===== src/rtl/cmos_frame_gen_if.sv =====
// Frame-memory read port and CMOS-style video output of cmos_frame_gen.
// The generator drives the master side; the memory and the video sink use the slave side.
interface cmos_frame_gen_if #(
    parameter int ADDR_W = 20
);
    logic [ADDR_W-1:0] mem_addr;
    logic              mem_rd;
    logic [23:0]       mem_data;
    logic              cmos_vsync;
    logic              cmos_href;
    logic              cmos_clken;
    logic [23:0]       cmos_data;
    logic [10:0]       x_pos;
    logic [10:0]       y_pos;

    modport master (
        output mem_addr, mem_rd,
        input  mem_data,
        output cmos_vsync, cmos_href, cmos_clken, cmos_data, x_pos, y_pos
    );

    modport slave (
        input  mem_addr, mem_rd,
        output mem_data,
        input  cmos_vsync, cmos_href, cmos_clken, cmos_data, x_pos, y_pos
    );
endinterface


===== src/rtl/cmos_frame_gen.sv =====
// CMOS sensor frame emulator: vsync/href/clken timing, pixel-rate divider and
// pixel data from an external frame memory or an internal pattern source.
//   state       | meaning
//   S_IDLE      | stopped, vsync low, waiting for start
//   S_RUN       | free-running frames
//   S_STOP_PEND | finish the current frame, then return to S_IDLE
module cmos_frame_gen #(
    parameter int H_DISP  = 640,
    parameter int V_DISP  = 480,
    parameter int H_SYNC  = 5,
    parameter int H_BACK  = 5,
    parameter int H_FRONT = 5,
    parameter int V_SYNC  = 1,
    parameter int V_BACK  = 0,
    parameter int V_FRONT = 1,
    parameter int CLK_DIV = 2,
    parameter int ADDR_W  = 20
) (
    input  logic        clk,
    input  logic        rst_n,
    input  logic        start_i,
    input  logic        stop_i,
    input  logic        single_i,
    input  logic [1:0]  mode_i,
    input  logic [23:0] solid_color_i,
    output logic        busy_o,
    output logic        frame_done_o,
    output logic [15:0] frame_cnt_o,
    cmos_frame_gen_if.master bus
);
    localparam int H_TOTAL = H_SYNC + H_BACK + H_DISP + H_FRONT;
    localparam int V_TOTAL = V_SYNC + V_BACK + V_DISP + V_FRONT;
    localparam int H_ACT0  = H_SYNC + H_BACK;
    localparam int V_ACT0  = V_SYNC + V_BACK;
    localparam logic [15:0] DIV_LAST = 16'(CLK_DIV - 1);
    localparam logic [15:0] H_LAST   = 16'(H_TOTAL - 1);
    localparam logic [15:0] V_LAST   = 16'(V_TOTAL - 1);

    typedef enum logic [1:0] {
        S_IDLE      = 2'd0,
        S_RUN       = 2'd1,
        S_STOP_PEND = 2'd2
    } state_t;

    state_t      state_q, state_d;
    logic        single_q, single_d;
    logic [15:0] div_q, div_d;
    logic [15:0] hcnt_q, hcnt_d;
    logic [15:0] vcnt_q, vcnt_d;
    logic [1:0]  mode_q, mode_d;
    logic [23:0] solid_q, solid_d;
    logic        busy, tick, h_last, v_last, eof;

    function automatic logic in_active(input logic [15:0] h, input logic [15:0] v);
        return (h >= 16'(H_ACT0)) && (h < 16'(H_ACT0 + H_DISP)) &&
               (v >= 16'(V_ACT0)) && (v < 16'(V_ACT0 + V_DISP));
    endfunction

    function automatic logic [2:0] bar_of(input logic [10:0] x);
        logic [2:0] b;
        b = '0;
        for (int k = 1; k < 8; k++) begin
            if ({x, 3'b000} >= 14'(k * H_DISP)) b = 3'(k);
        end
        return b;
    endfunction

    assign busy   = (state_q != S_IDLE);
    assign tick   = busy && (div_q == DIV_LAST);
    assign h_last = (hcnt_q == H_LAST);
    assign v_last = (vcnt_q == V_LAST);
    assign eof    = tick && h_last && v_last;

    always_ff @(posedge clk or negedge rst_n) begin
        if (!rst_n) begin
            state_q  <= S_IDLE;
            single_q <= 1'b0;
            div_q    <= '0;
            hcnt_q   <= '0;
            vcnt_q   <= '0;
            mode_q   <= '0;
            solid_q  <= '0;
        end else begin
            state_q  <= state_d;
            single_q <= single_d;
            div_q    <= div_d;
            hcnt_q   <= hcnt_d;
            vcnt_q   <= vcnt_d;
            mode_q   <= mode_d;
            solid_q  <= solid_d;
        end
    end

    always_comb begin
        state_d  = state_q;
        single_d = single_q;
        div_d    = div_q;
        hcnt_d   = hcnt_q;
        vcnt_d   = vcnt_q;
        mode_d   = mode_q;
        solid_d  = solid_q;

        if (busy) div_d = tick ? '0 : div_q + 16'd1;
        if (tick) begin
            hcnt_d = h_last ? '0 : hcnt_q + 16'd1;
            if (h_last) vcnt_d = v_last ? '0 : vcnt_q + 16'd1;
            // Pattern selection only changes on frame boundaries.
            if (hcnt_q == '0 && vcnt_q == '0) begin
                mode_d  = mode_i;
                solid_d = solid_color_i;
            end
        end

        case (state_q)
            S_IDLE: begin
                if (start_i) begin
                    state_d  = S_RUN;
                    single_d = single_i;
                    div_d    = '0;
                    hcnt_d   = '0;
                    vcnt_d   = '0;
                end
            end
            S_RUN: begin
                if (stop_i || single_q) state_d = eof ? S_IDLE : S_STOP_PEND;
            end
            S_STOP_PEND: begin
                if (eof) state_d = S_IDLE;
            end
            default: state_d = S_IDLE;
        endcase
    end

    // The memory answers one clk after mem_rd, so the read is issued from the
    // next-state counters to land in step with the stage-2 outputs.
    logic              act_n, rd_n;
    logic [10:0]       x_n, y_n;
    logic [ADDR_W-1:0] addr_n;

    always_comb begin
        act_n  = in_active(hcnt_d, vcnt_d);
        x_n    = act_n ? 11'(hcnt_d - 16'(H_ACT0)) : '0;
        y_n    = act_n ? 11'(vcnt_d - 16'(V_ACT0)) : '0;
        rd_n   = act_n && (state_d != S_IDLE) && (div_d == DIV_LAST) && (mode_d == 2'd0);
        addr_n = rd_n ? ADDR_W'(32'(y_n) * 32'(H_DISP) + 32'(x_n)) : '0;
    end

    logic        act0, vsync0;
    logic [10:0] x0, y0;
    logic [23:0] pat0;

    always_comb begin
        act0   = busy && in_active(hcnt_q, vcnt_q);
        vsync0 = busy && (vcnt_q >= 16'(V_SYNC));
        x0     = act0 ? 11'(hcnt_q - 16'(H_ACT0)) : '0;
        y0     = act0 ? 11'(vcnt_q - 16'(V_ACT0)) : '0;
        pat0   = '0;
        case (mode_q)
            2'd1: begin
                case (bar_of(x0))
                    3'd0:    pat0 = 24'hFFFFFF;
                    3'd1:    pat0 = 24'hFFFF00;
                    3'd2:    pat0 = 24'h00FFFF;
                    3'd3:    pat0 = 24'h00FF00;
                    3'd4:    pat0 = 24'hFF00FF;
                    3'd5:    pat0 = 24'hFF0000;
                    3'd6:    pat0 = 24'h0000FF;
                    default: pat0 = 24'h000000;
                endcase
            end
            2'd2:    pat0 = {3{x0[7:0]}};
            2'd3:    pat0 = solid_q;
            default: pat0 = '0;
        endcase
    end

    logic              href_s1, vsync_s1, clken_s1, eof_s1, mem_sel_s1, rd_s1;
    logic [10:0]       x_s1, y_s1;
    logic [23:0]       pat_s1;
    logic [ADDR_W-1:0] addr_s1;

    always_ff @(posedge clk or negedge rst_n) begin
        if (!rst_n) begin
            href_s1    <= 1'b0;
            vsync_s1   <= 1'b0;
            clken_s1   <= 1'b0;
            eof_s1     <= 1'b0;
            mem_sel_s1 <= 1'b0;
            rd_s1      <= 1'b0;
            x_s1       <= '0;
            y_s1       <= '0;
            pat_s1     <= '0;
            addr_s1    <= '0;
        end else begin
            href_s1    <= act0;
            vsync_s1   <= vsync0;
            clken_s1   <= act0 && tick;
            eof_s1     <= eof;
            mem_sel_s1 <= (mode_q == 2'd0);
            rd_s1      <= rd_n;
            x_s1       <= x0;
            y_s1       <= y0;
            pat_s1     <= pat0;
            addr_s1    <= addr_n;
        end
    end

    logic        href_q, vsync_q, clken_q, done_q, busy_q;
    logic [10:0] x_q, y_q;
    logic [23:0] data_q, data_d;
    logic [15:0] frame_cnt_q;

    // Memory data is only valid on the clken clk; hold it across the pixel.
    always_comb begin
        data_d = '0;
        if (href_s1) data_d = mem_sel_s1 ? (clken_s1 ? bus.mem_data : data_q) : pat_s1;
    end

    always_ff @(posedge clk or negedge rst_n) begin
        if (!rst_n) begin
            href_q      <= 1'b0;
            vsync_q     <= 1'b0;
            clken_q     <= 1'b0;
            done_q      <= 1'b0;
            busy_q      <= 1'b0;
            x_q         <= '0;
            y_q         <= '0;
            data_q      <= '0;
            frame_cnt_q <= '0;
        end else begin
            href_q  <= href_s1;
            vsync_q <= vsync_s1;
            clken_q <= clken_s1;
            done_q  <= eof_s1;
            busy_q  <= busy;
            x_q     <= x_s1;
            y_q     <= y_s1;
            data_q  <= data_d;
            if (eof_s1) frame_cnt_q <= frame_cnt_q + 16'd1;
        end
    end

    assign bus.mem_addr   = addr_s1;
    assign bus.mem_rd     = rd_s1;
    assign bus.cmos_vsync = vsync_q;
    assign bus.cmos_href  = href_q;
    assign bus.cmos_clken = clken_q;
    assign bus.cmos_data  = data_q;
    assign bus.x_pos      = x_q;
    assign bus.y_pos      = y_q;
    assign busy_o         = busy_q;
    assign frame_done_o   = done_q;
    assign frame_cnt_o    = frame_cnt_q;
endmodule


===== src/flat_wrapper.sv =====
// flat-port wrapper written by rule: the top's interface ports become plain ports
module cmos_frame_gen_flat 
#(
    parameter int H_DISP  = 640,
    parameter int V_DISP  = 480,
    parameter int H_SYNC  = 5,
    parameter int H_BACK  = 5,
    parameter int H_FRONT = 5,
    parameter int V_SYNC  = 1,
    parameter int V_BACK  = 0,
    parameter int V_FRONT = 1,
    parameter int CLK_DIV = 2,
    parameter int ADDR_W  = 20
)
  (clk, rst_n, start_i, stop_i, single_i, mode_i, solid_color_i, busy_o, frame_done_o, frame_cnt_o, bus_mem_addr, bus_mem_rd, bus_mem_data, bus_cmos_vsync, bus_cmos_href, bus_cmos_clken, bus_cmos_data, bus_x_pos, bus_y_pos);
  cmos_frame_gen_if #(.ADDR_W(ADDR_W)) bus_i ();
  input  logic clk;
  input  logic rst_n;
  input  logic start_i;
  input  logic stop_i;
  input  logic single_i;
  input  logic [1:0] mode_i;
  input  logic [23:0] solid_color_i;
  output logic busy_o;
  output logic frame_done_o;
  output logic [15:0] frame_cnt_o;
  output wire logic [$bits(bus_i.mem_addr)-1:0] bus_mem_addr;
  output wire logic [$bits(bus_i.mem_rd)-1:0] bus_mem_rd;
  input wire logic [$bits(bus_i.mem_data)-1:0] bus_mem_data;
  output wire logic [$bits(bus_i.cmos_vsync)-1:0] bus_cmos_vsync;
  output wire logic [$bits(bus_i.cmos_href)-1:0] bus_cmos_href;
  output wire logic [$bits(bus_i.cmos_clken)-1:0] bus_cmos_clken;
  output wire logic [$bits(bus_i.cmos_data)-1:0] bus_cmos_data;
  output wire logic [$bits(bus_i.x_pos)-1:0] bus_x_pos;
  output wire logic [$bits(bus_i.y_pos)-1:0] bus_y_pos;
  assign bus_mem_addr = bus_i.mem_addr;
  assign bus_mem_rd = bus_i.mem_rd;
  assign bus_i.mem_data = bus_mem_data;
  assign bus_cmos_vsync = bus_i.cmos_vsync;
  assign bus_cmos_href = bus_i.cmos_href;
  assign bus_cmos_clken = bus_i.cmos_clken;
  assign bus_cmos_data = bus_i.cmos_data;
  assign bus_x_pos = bus_i.x_pos;
  assign bus_y_pos = bus_i.y_pos;
  cmos_frame_gen #(.H_DISP(H_DISP), .V_DISP(V_DISP), .H_SYNC(H_SYNC), .H_BACK(H_BACK), .H_FRONT(H_FRONT), .V_SYNC(V_SYNC), .V_BACK(V_BACK), .V_FRONT(V_FRONT), .CLK_DIV(CLK_DIV), .ADDR_W(ADDR_W)) u_core (.clk(clk), .rst_n(rst_n), .start_i(start_i), .stop_i(stop_i), .single_i(single_i), .mode_i(mode_i), .solid_color_i(solid_color_i), .busy_o(busy_o), .frame_done_o(frame_done_o), .frame_cnt_o(frame_cnt_o), .bus(bus_i));
endmodule

===== config.mk =====
export PLATFORM = sky130hd
export DESIGN_NAME = cmos_frame_gen_flat
export DESIGN_NICKNAME = d
export VERILOG_FILES = /design/src/rtl/cmos_frame_gen_if.sv /design/src/rtl/cmos_frame_gen.sv /design/src/flat_wrapper.sv
export SDC_FILE = /design/constraint.sdc
export NUM_CORES = 1
export LEC_CHECK = 0
export BUFFER_PORTS_ARGS = -buffer_cell sky130_fd_sc_hd__buf_2
export CAP_MARGIN = 15
export CORE_MARGIN = 4
export CORE_UTILIZATION = 30
export CTS_CLUSTER_SIZE = 40
export DETAILED_ROUTE_END_ITERATION = 12
export GPL_TIMING_DRIVEN = 0
export PLACE_DENSITY_LB_ADDON = 0.2
export SLEW_MARGIN = 40
export SYNTH_ARGS = -nofsm -noshare
export SYNTH_HDL_FRONTEND = slang
export SYNTH_SLANG_ARGS = --single-unit
export TNS_END_PERCENT = 10

===== constraint.sdc =====
create_clock -name clk -period 19 [get_ports clk]
set_input_delay 3.8 -clock clk [delete_from_list [all_inputs] [get_ports clk]]
set_output_delay 3.8 -clock clk [all_outputs]
set_load 0.02 [all_outputs]

* After elaboration in Yosys (flattened, before gate mapping)
Index checks and enable logic that the tools add are counted.
** Storage, ports and cells
- Logic and storage cells :: 132
- Bits in registers :: 216
- Bits of input ports :: 55
- Output and inout port bits :: 88
** Operators by class
- Magnitude comparators :: 15
- Equality and inequality tests :: 16
- Multiply operators :: 1
- Add/subtract/negate cells :: 9
- Muxes and demuxes :: 38
- Reductions and logical operators :: 27
** Operator list (number)
- 16-bit two-way mux :: 13
- 24-bit one-hot mux with 7 select lines :: 1
- 24-bit two-way mux :: 3
- 24-bit one-hot mux with 3 select lines :: 1
- 16-bit by 1-bit adder with 16-bit output (second input constant) :: 4
- 11-bit two-way mux :: 4
- 14-bit by 12-bit greater-or-equal comparator with 1-bit output (second input constant) :: 3
- 16-bit by 1-bit == test with 1-bit output (second input constant) :: 2
- 16-bit by 1-bit greater-or-equal comparator with 1-bit output (second input constant) :: 2
- 16-bit by 4-bit greater-or-equal comparator with 1-bit output (second input constant) :: 2
- 16-bit logical NOT :: 2
- 16-bit by 10-bit < comparator with 1-bit output (second input constant) :: 2
- 16-bit by 9-bit < comparator with 1-bit output (second input constant) :: 2
- 14-bit by 11-bit greater-or-equal comparator with 1-bit output (second input constant) :: 2
- 11-bit by 1-bit subtractor with 11-bit output (second input constant) :: 2
- 11-bit by 4-bit subtractor with 11-bit output (second input constant) :: 2
- 20-bit by 11-bit adder with 20-bit output :: 1
- 20-bit two-way mux :: 1
- 16-bit by 10-bit == test with 1-bit output (second input constant) :: 1
- 16-bit by 9-bit == test with 1-bit output (second input constant) :: 1
- 1-bit logical AND :: 16
- 2-bit two-way mux :: 8
- 3-bit two-way mux :: 5
- 14-bit by 10-bit greater-or-equal comparator with 1-bit output (second input constant) :: 1
- 15 further kinds :: 25

* Logic depth before layout (Yosys ltp)
Gate-level depths: netlist of run 1.
- Word-level depth :: 18
- Depth in mapped cells :: 32

* Worst setup path after synthesis of run 1
Ideal clock, no wire load.
- Path kind :: input-to-reg
- Start :: in start_i
- End :: reg u_core.addr_s1[19] (netlist: u_core.bus.mem_addr[19])
- Path buffers :: 1
- Arrival :: 7.951 ns
- Slack :: 10.930 ns
- Cell stages on the path :: 22
- Library setup time :: 0.119 ns
- Path through :: nor2_1 or3_1 o311ai_2 o311ai_1 a21o_1 nand2b_1 o2111a_2 nand2_2 buf_4 nor2_1 ha_1 ha_1 fa_1 a21o_1 a21oi_1 xnor2_1 nand3_1 nor3_1 nand4_1 mux2i_1 xnor2_1 nor2_1
** On the way
- Longest elaborated chain between the ends :: 10
- Elaborated cells between the ends (all ways) :: 27
- Classes of those cells :: add/sub: 3; mul: 1; order compare: 4; eq/ne: 1; mux: 11; reduce/logical: 7
** RTL lines
- start, declared :: line flat_wrapper.sv:19 : input logic start_i;
- 16-bit two-way mux :: line cmos_frame_gen.sv:116 : if (start_i) begin
- 16-bit two-way mux :: line cmos_frame_gen.sv:114 : case (state_q)
- 16-bit by 4-bit greater-or-equal comparator with 1-bit output / 16-bit by 10-bit < comparator with 1-bit output (equally long branches) :: line cmos_frame_gen.sv:55 : return (h >= 16'(H_ACT0)) && (h < 16'(H_ACT0 + H_DISP)) &&
- 1-bit logical AND (2 in a row) :: line cmos_frame_gen.sv:55
- 1-bit logical AND :: line cmos_frame_gen.sv:56 : (v >= 16'(V_ACT0)) && (v < 16'(V_ACT0 + V_DISP));
- 11-bit two-way mux / 1-bit logical AND (equally long branches) :: line cmos_frame_gen.sv:143, cmos_frame_gen.sv:144
- 11-bit by 3-bit multiplier with 13-bit output / 1-bit logical AND (equally long branches) :: line cmos_frame_gen.sv:145, cmos_frame_gen.sv:144
- 20-bit by 11-bit adder with 20-bit output / 1-bit logical AND (equally long branches) :: line cmos_frame_gen.sv:145, cmos_frame_gen.sv:144
- 20-bit two-way mux (*) :: line cmos_frame_gen.sv:145 : addr_n = rd_n ? ADDR_W'(32'(y_n) * 32'(H_DISP) + 32'(x_n)) : '0;
- net u_core.addr_n[19] :: line cmos_frame_gen.sv:138 : logic [ADDR_W-1:0] addr_n;
- end signal, assigned :: line cmos_frame_gen.sv:204 : addr_s1 <= addr_n;
- end, declared :: line cmos_frame_gen.sv:180 : logic [ADDR_W-1:0] addr_s1;
The timed path passes the listed nets; every way through them passes the cells marked *.
A chain may end at the register's enable or synchronous reset.

* Final worst setup path of run 1
- Start :: in start_i
- End :: reg u_core.addr_s1[19] (netlist: u_core.bus.mem_addr[19])
** On the way
- Longest elaborated chain between the ends :: 10
- Elaborated cells between the ends (all ways) :: 27
- Classes of those cells :: add/sub: 3; mul: 1; order compare: 4; eq/ne: 1; mux: 11; reduce/logical: 7
** RTL lines
- 16-bit two-way mux (*) :: line cmos_frame_gen.sv:116
- 16-bit two-way mux (*) :: line cmos_frame_gen.sv:114
- net u_core.hcnt_d[6] :: line cmos_frame_gen.sv:48 : logic [15:0] hcnt_q, hcnt_d;
- 16-bit by 4-bit greater-or-equal comparator with 1-bit output / 16-bit by 10-bit < comparator with 1-bit output (equally long branches) :: line cmos_frame_gen.sv:55
- 1-bit logical AND (2 in a row) :: line cmos_frame_gen.sv:55
- 1-bit logical AND :: line cmos_frame_gen.sv:56
- 11-bit two-way mux / 1-bit logical AND (equally long branches) :: line cmos_frame_gen.sv:143, cmos_frame_gen.sv:144
- 11-bit by 3-bit multiplier with 13-bit output / 1-bit logical AND (equally long branches) :: line cmos_frame_gen.sv:145, cmos_frame_gen.sv:144
- 20-bit by 11-bit adder with 20-bit output / 1-bit logical AND (equally long branches) :: line cmos_frame_gen.sv:145, cmos_frame_gen.sv:144
- 20-bit two-way mux (*) :: line cmos_frame_gen.sv:145
- net u_core.addr_n[19] :: line cmos_frame_gen.sv:138
Marks and branches as above.

==> results of run 1 <==
==> path summary, 6_finish.rpt <==
| path | startpoint | end | slack (ns) | cells after the start |
|---|---|---|---|---|
| worst max-delay path | start_i | u_core.bus.mem_addr[19] | 10.38 | 24 |
| worst min-delay path | u_core.y_s1[4] | u_core.bus.y_pos[4] | 0.34 | 0 |
| worst max register to register | u_core.hcnt_q[0] | u_core.bus.mem_addr[19] | 11.47 | 30 |
| worst min register to register | u_core.y_s1[4] | u_core.bus.y_pos[4] | 0.34 | 0 |
| max in group asynchronous | rst_n | u_core.frame_done_o | 14.56 | 4 |
| min in group asynchronous | rst_n | u_core.div_q[5] | 3.17 | 1 |
==> stage by stage <==
| step | cells | hold slack (ns) |
|---|---|---|
| floorplan | 1093 | 0.331 |
| global placement | 1696 | 0.337 |
| detailed placement | 1699 | 0.336 |
| CTS | 1747 | 0.327 |
| global route | 1747 | 0.337 |
| finish | 1747 | 0.340 |
==> critical path, cell delays in order <==
cell and delay, ns:
buf_2 0.18, and2_1 0.14, clkbuf_1 0.36, a21oi_1 0.21
a21oi_1 0.18, o21ai_0 0.22, nor3_1 0.48, a21boi_0 0.17
o21ai_1 0.28, nand2_2 0.17, buf_4 0.20, nor2_1 0.17
ha_1 0.26, ha_1 0.23, fa_1 0.40, a21o_1 0.18
a21oi_1 0.17, xnor2_1 0.20, nand3_1 0.19, nor3_1 0.29
nand4_1 0.17, mux2i_1 0.20, xnor2_1 0.14, nor2_1 0.05
==> power groups by stage <==
stage	sequential (mW)	clock [mW]	combinational, mW
final	0.566	0.531	0.307
after floorplan	0.557	0	0.202
after detailed placement	0.573	0	0.307
after global routing	0.572	0.563	0.339
after global placement	0.572	0	0.302
after CTS	0.565	0.546	0.308
==> sequential cells by signal (all words and copies together) (netlist names), 2 cells and up <==
register,flops
u_core.bus.cmos_data,24
u_core.bus.mem_addr,20
u_core.bus.x_pos,11
u_core.bus.y_pos,11
u_core.div_q,16
u_core.frame_cnt_o,16
u_core.hcnt_q,16
u_core.mode_q,2
u_core.pat_s1,24
u_core.solid_q,24
u_core.state_q,2
u_core.vcnt_q,16
u_core.x_s1,11
u_core.y_s1,11
==> placed cells by master, fill, tap and decap left out, drive strengths merged, types with 9 or more instances in the layout <==
cell / Yosys / layout
clkinv: 0 / 9
dfrtp: 216 / 216
clkbuf: 41 / 73
o21ai: 57 / 57
nor2b: 11 / 11
nand4: 22 / 22
nand2b: 9 / 9
nor2: 122 / 122
ha: 38 / 38
nand2: 82 / 82
a31oi: 13 / 13
inv: 31 / 31
buf: 12 / 157
xnor2: 41 / 41
and3: 10 / 10
or3: 18 / 18
a21oi: 72 / 72
mux2: 28 / 28
o211a: 25 / 25
nor4: 15 / 15
nor3: 38 / 38
nand3: 39 / 39
xor2: 29 / 29
mux2i: 29 / 29
==> layer usage <==
metal	vias to the layer above	routed length [µm]
met5	-	0
met4	0	783
met3	51	1760
met2	247	13200
met1	4163	14600
li1	4233	-
==> kinds of logic (layout without fill, tap and decap cells) <==
logic type / after synthesis / in the layout / synth area share [%]
DFF: 216 / 216 / 49.3
AOI/OAI and AO/OA: 225 / 225 / 13.4
adders and majority gates: 41 / 41 / 4.80
muxes: 57 / 57 / 5.53
buffers and inverters: 84 / 277 / 3.14
xor gates and xnor gates: 70 / 70 / 5.60
and+or+nand+nor: 400 / 400 / 18.1
==> cell type report <==
cell class / count / area [µm²] / area share [%]
plain buffers: 53 / 228 / 1.72
clock buffers: 32 / 703 / 5.30
clock inverters: 16 / 221 / 1.67
inverters: 31 / 116 / 0.876
multi-input cells: 793 / 5220 / 39.3
flip-flops and latches: 216 / 5410 / 40.7
well taps: 461 / 577 / 4.34
repair buffers: 145 / 803 / 6.05
==> flow_metrics.tcl, run 1 <==
set metrics [dict create \
    outcome "completed" \
    via_count 8694 \
    p_total_mw 1.40 \
    drive_gt1_share_pct 19.4 \
    routedWlPerCell_um 17.4 \
    ctsHoldBuffers 0 \
    clock_sinks 216 \
    synth_top_area_share_pct 49.3 \
    post-dp-hpwl_um 22700 \
    min_period_ns 8.62 \
    crit_type "in -> reg" \
    synthArstFlopShare_pct 100 \
    met3_usage_pct 2.36 \
    p_per_area_nw_per_um2 106 \
    area_growth_pct 21.2 \
    cts_tree "built" \
    arrival_ns 9.04 \
    post-route-util_pct 37.1 \
    yosysMostFrequentCell "dfrtp_1" \
    ys_top_cells_by_count "dfrtp_1 (216), nor2_1 (122), nand2_1 (81)" \
    synth_top_area_cell "dfrtp_1" \
    dieArea_um2 39600 \
    p_seq_share_pct 40.3 \
    setup_violations 0 \
    max-cap-violations 0 \
    placed_area_um2 12300 \
    startpoint_type "input port" \
    core_area_um2 35800 \
    grtUsageMet2_pct 22.7 \
    io_buffers 142 \
    max-slew-margin-rel_pct 45.9 \
    worstMarginPinSlew_ns 0.808 \
    viasPerCell 4.98 \
    drc 0 \
    wirelength_um 30400 \
    ioPinCount 143 \
    fin_ws_ns 10.38 \
    dieHeight_um 199 \
    antenna_found_initial 0 \
    cts_buffers 26 \
    hold_path_class "reg -> reg" \
    crit_path_max_fanout 10 \
    ys_ff_latch 216 \
    cts_buffer_depth 3 \
    synth.avg_cell_area_um2 10.0 \
    setup-tns-final_ns 0 \
    syn-num-nets 1188 \
    pwr-share-clk_pct 37.8 \
    cts_resized 0 \
    period_share_pct 45.4 \
    irDropWorstVdd_mv 0.0600 \
    grt_pass1_vias 8598 \
    swShare_pct 31.7 \
    grt_pass1_wl_um 47500 \
    grt_max_degree 72 \
    p_int_mw 0.958 \
    synth_edf_count 0 \
    antennaDiodeCount 0 \
    comb_power_share_pct 21.8 \
    postRouteAntennaNets 0 \
    ys_top_cells_by_area "dfrtp_1 (49%), ha_1 (4.3%), nor2_1 (4.2%)" \
    clock_skew_ns 0.0163 \
    start_util_pct 30.6 \
    fp.dieW_um 199 \
    drt-initial-drc-count 413 \
    worstSetupEndpointType "flip-flop" \
    path_clk_slew_ns 0.07 \
    max_freq_ghz 0.116 \
    root_buffer "clkbuf_16" \
    p_leak_nw 6.58 \
    synthFlopType "dfrtp_1" \
    gp_congestion 0.900 \
    cts_setup_buffers 0 \
    clk_latency_ns 0.54 \
    grt_busiest_layer "met2" \
    postLayoutCellArea_um2 13300 \
    synth_area_um2 11000 \
    place_ws_ns 9.81 \
    num_rows 69 \
    hold_viol_final 0 \
    worst_ep_required_time_ns 19.42 \
    synthCells 1093 \
    fill_cells 3629 \
    ys_types 71 \
    grt_usage_pct 14.9 \
    seq_area_frac_synth_pct 49.3 \
    grt-ovfl-total 0 \
    h-tree-depth 1 \
    slew_violations 0 \
    yosys_warnings 0 \
    fin_nets 1361 \
    drtPass1Iterations 5 \
    grt_setup_unrepaired "false" \
    p_sw_mw 0.445 \
    grtUsageMet1_pct 22.0 \
]
No activity file was read; power rests on OpenSTA's default activity.
==> run 2: changes to the inputs <==
==> constraint.sdc (replaced) <==
create_clock -name clk -period 7.6 [get_ports clk]
set_input_delay 1.52 -clock clk [delete_from_list [all_inputs] [get_ports clk]]
set_output_delay 1.52 -clock clk [all_outputs]
set_load 0.02 [all_outputs]
==> run 2 against run 1 <==
Net effect:
- sequential share of layout area about the same
- global-route usage unchanged
- final cell count about the same
- first-iteration DRC count increased by 6.3%
- worst hold slack about the same
- die area unchanged
- non-clock buffer count decreased by 1
- flip-flop and latch count unchanged
- utilization about the same
- critical path type is now reg -> reg
==> flow_metrics.tcl, run 2 (synthesized netlist as in run 1, its figures left out) <==
set metrics [dict create \
    num_rows 69 \
    wirelength_um 30400 \
    fin_nets 1360 \
    postRouteAntennaNets 0 \
    finalNonFillerCells 1746 \
    p_per_area_nw_per_um2 264 \
    grt_usage_pct 14.9 \
    crit_path_max_fanout 10 \
    cts_buffers 26 \
    hold_path_class "reg -> reg" \
    drt-initial-drc-count 439 \
    slew_violations 0 \
    worstMarginPinSlew_ns 0.801 \
    dieArea_um2 39600 \
    slowest_stage "dfrtp_1" \
    met3_usage_pct 2.36 \
    period_share_pct 92.3 \
    drive_gt1_share_pct 19.6 \
    layout_common_cells "dfrtp_1 (216), buf_2 (143), nor2_1 (122)" \
    cpMostUsedCell "ha_1" \
    min_period_ns 7.01 \
    dieHeight_um 199 \
    cts_resized 0 \
    cts_buffer_depth 3 \
    routedWlPerCell_um 17.4 \
    max_freq_ghz 0.143 \
    clock_sinks 216 \
    setup-tns-final_ns 0 \
    grt_max_degree 72 \
    grt_pass1_wl_um 47500 \
    crit_type "reg -> reg" \
    grt_setup_unrepaired "false" \
    ctsHoldBuffers 0 \
    max-cap-violations 0 \
    clk_latency_ns 0.54 \
    ioPinCount 143 \
    h-tree-depth 1 \
    antennaDiodeCount 0 \
    clock_skew_ns 0.0149 \
    grt_busiest_layer "met2" \
    post-dp-hpwl_um 22700 \
    start_util_pct 30.6 \
    root_buffer "clkbuf_16" \
    arrival_ns 7.43 \
    drc 0 \
    gp_congestion 0.900 \
    startpoint_type "flip-flop" \
    worst_ep_required_time_ns 8.02 \
    p_leak_nw 6.58 \
    grt-ovfl-total 0 \
    area_growth_pct 21.3 \
    fp.dieW_um 199 \
    cts_setup_buffers 0 \
    antenna_found_initial 0 \
    viasPerCell 4.98 \
    path_clk_slew_ns 0.07 \
    grtUsageMet1_pct 22.0 \
    drtPass1Iterations 6 \
    core_area_um2 35800 \
    outcome "completed" \
    hold_viol_final 0 \
    max-slew-margin-rel_pct 46.4 \
    grt_pass1_vias 8598 \
    io_buffers 142 \
    irDropWorstVdd_mv 0.150 \
    via_count 8691 \
    worstSetupEndpointType "flip-flop" \
    layout_commonest_cell "dfrtp_1" \
    grtUsageMet2_pct 22.7 \
    setup_violations 0 \
    cts_tree "built" \
    dp.cells 1699 \
    cpPeakStageDelay_ns 0.45 \
]
==> run 2: cell types whose count changed in the layout (fill, tap and decap cells not counted), sizes merged <==
| cell | before | now |
|---|---|---|
| clkbuf | 73 | 72 |
==> run 2: final cells by class <==
cell class                      instances  area (µm²)
Clock buffer                           32         703
Multi-Input combinational cell        793        5240
Tap cell                              461         577
Sequential cell                       216        5410
Fill cell                            3626       22500
Timing Repair Buffer                  145         803
Buffer                                 52         224
Inverter                               31         116
Clock inverter                         16         221
==> run 2: path summary, 6_finish.rpt <==
check,start,endpoint,slack [ns],cells after the start
worst max-delay path,u_core.hcnt_q[0],u_core.bus.mem_addr[19],0.59,30
worst min-delay path,u_core.y_s1[4],u_core.bus.y_pos[4],0.34,0
worst max register to register,u_core.hcnt_q[0],u_core.bus.mem_addr[19],0.59,30
worst min register to register,u_core.y_s1[4],u_core.bus.y_pos[4],0.34,0
max in group asynchronous,rst_n,u_core.frame_done_o,5.44,4
min in group asynchronous,rst_n,u_core.div_q[5],0.89,1
==> run 2: worst max-delay path: cells and delay by family (launching register included) <==
family | cells | cell delay (ns)
buffers and inverters | 5 | 1.18
adders and majority gates | 5 | 1.30
xor gates and xnor gates | 2 | 0.34
AOI/OAI and AO/OA | 6 | 1.32
DFF | 1 | 0.45
muxes | 1 | 0.20
and+or+nand+nor | 11 | 2.08
==> run 2: layer usage <==
metal  wire length, µm  up-vias
met3              1610       50
met2             13200      222
li1                  -     4236
met5                 0        -
met4               777        0
met1             14700     4183
==> run 2: through the flow <==
| stage | total power, mW | setup WS, ns | area, µm² | hold WS [ns] | util, % |
|---|---|---|---|---|---|
| CTS | 3.55 | 0.0857 | 13300 | 0.327 | 37.0 |
| global route | 3.69 | 0.102 | 13300 | 0.337 | 37.1 |
| global placement | 2.18 | 0.156 | 12200 | 0.337 | 34.2 |
| finish | 3.51 | 0.585 | 13300 | 0.341 | 37.1 |
| detailed placement | 2.20 | 0.125 | 12300 | 0.336 | 34.5 |
| floorplan | 1.90 | 1.59 | 11000 | 0.331 | - |
==> run 2: where the power goes <==
part | internal [mW] | leakage, nW | switching, mW | total (mW)
sequential | 1.31 | 2.91 | 0.102 | 1.41
clock | 0.827 | 0.455 | 0.500 | 1.33
combinational | 0.258 | 3.22 | 0.512 | 0.770
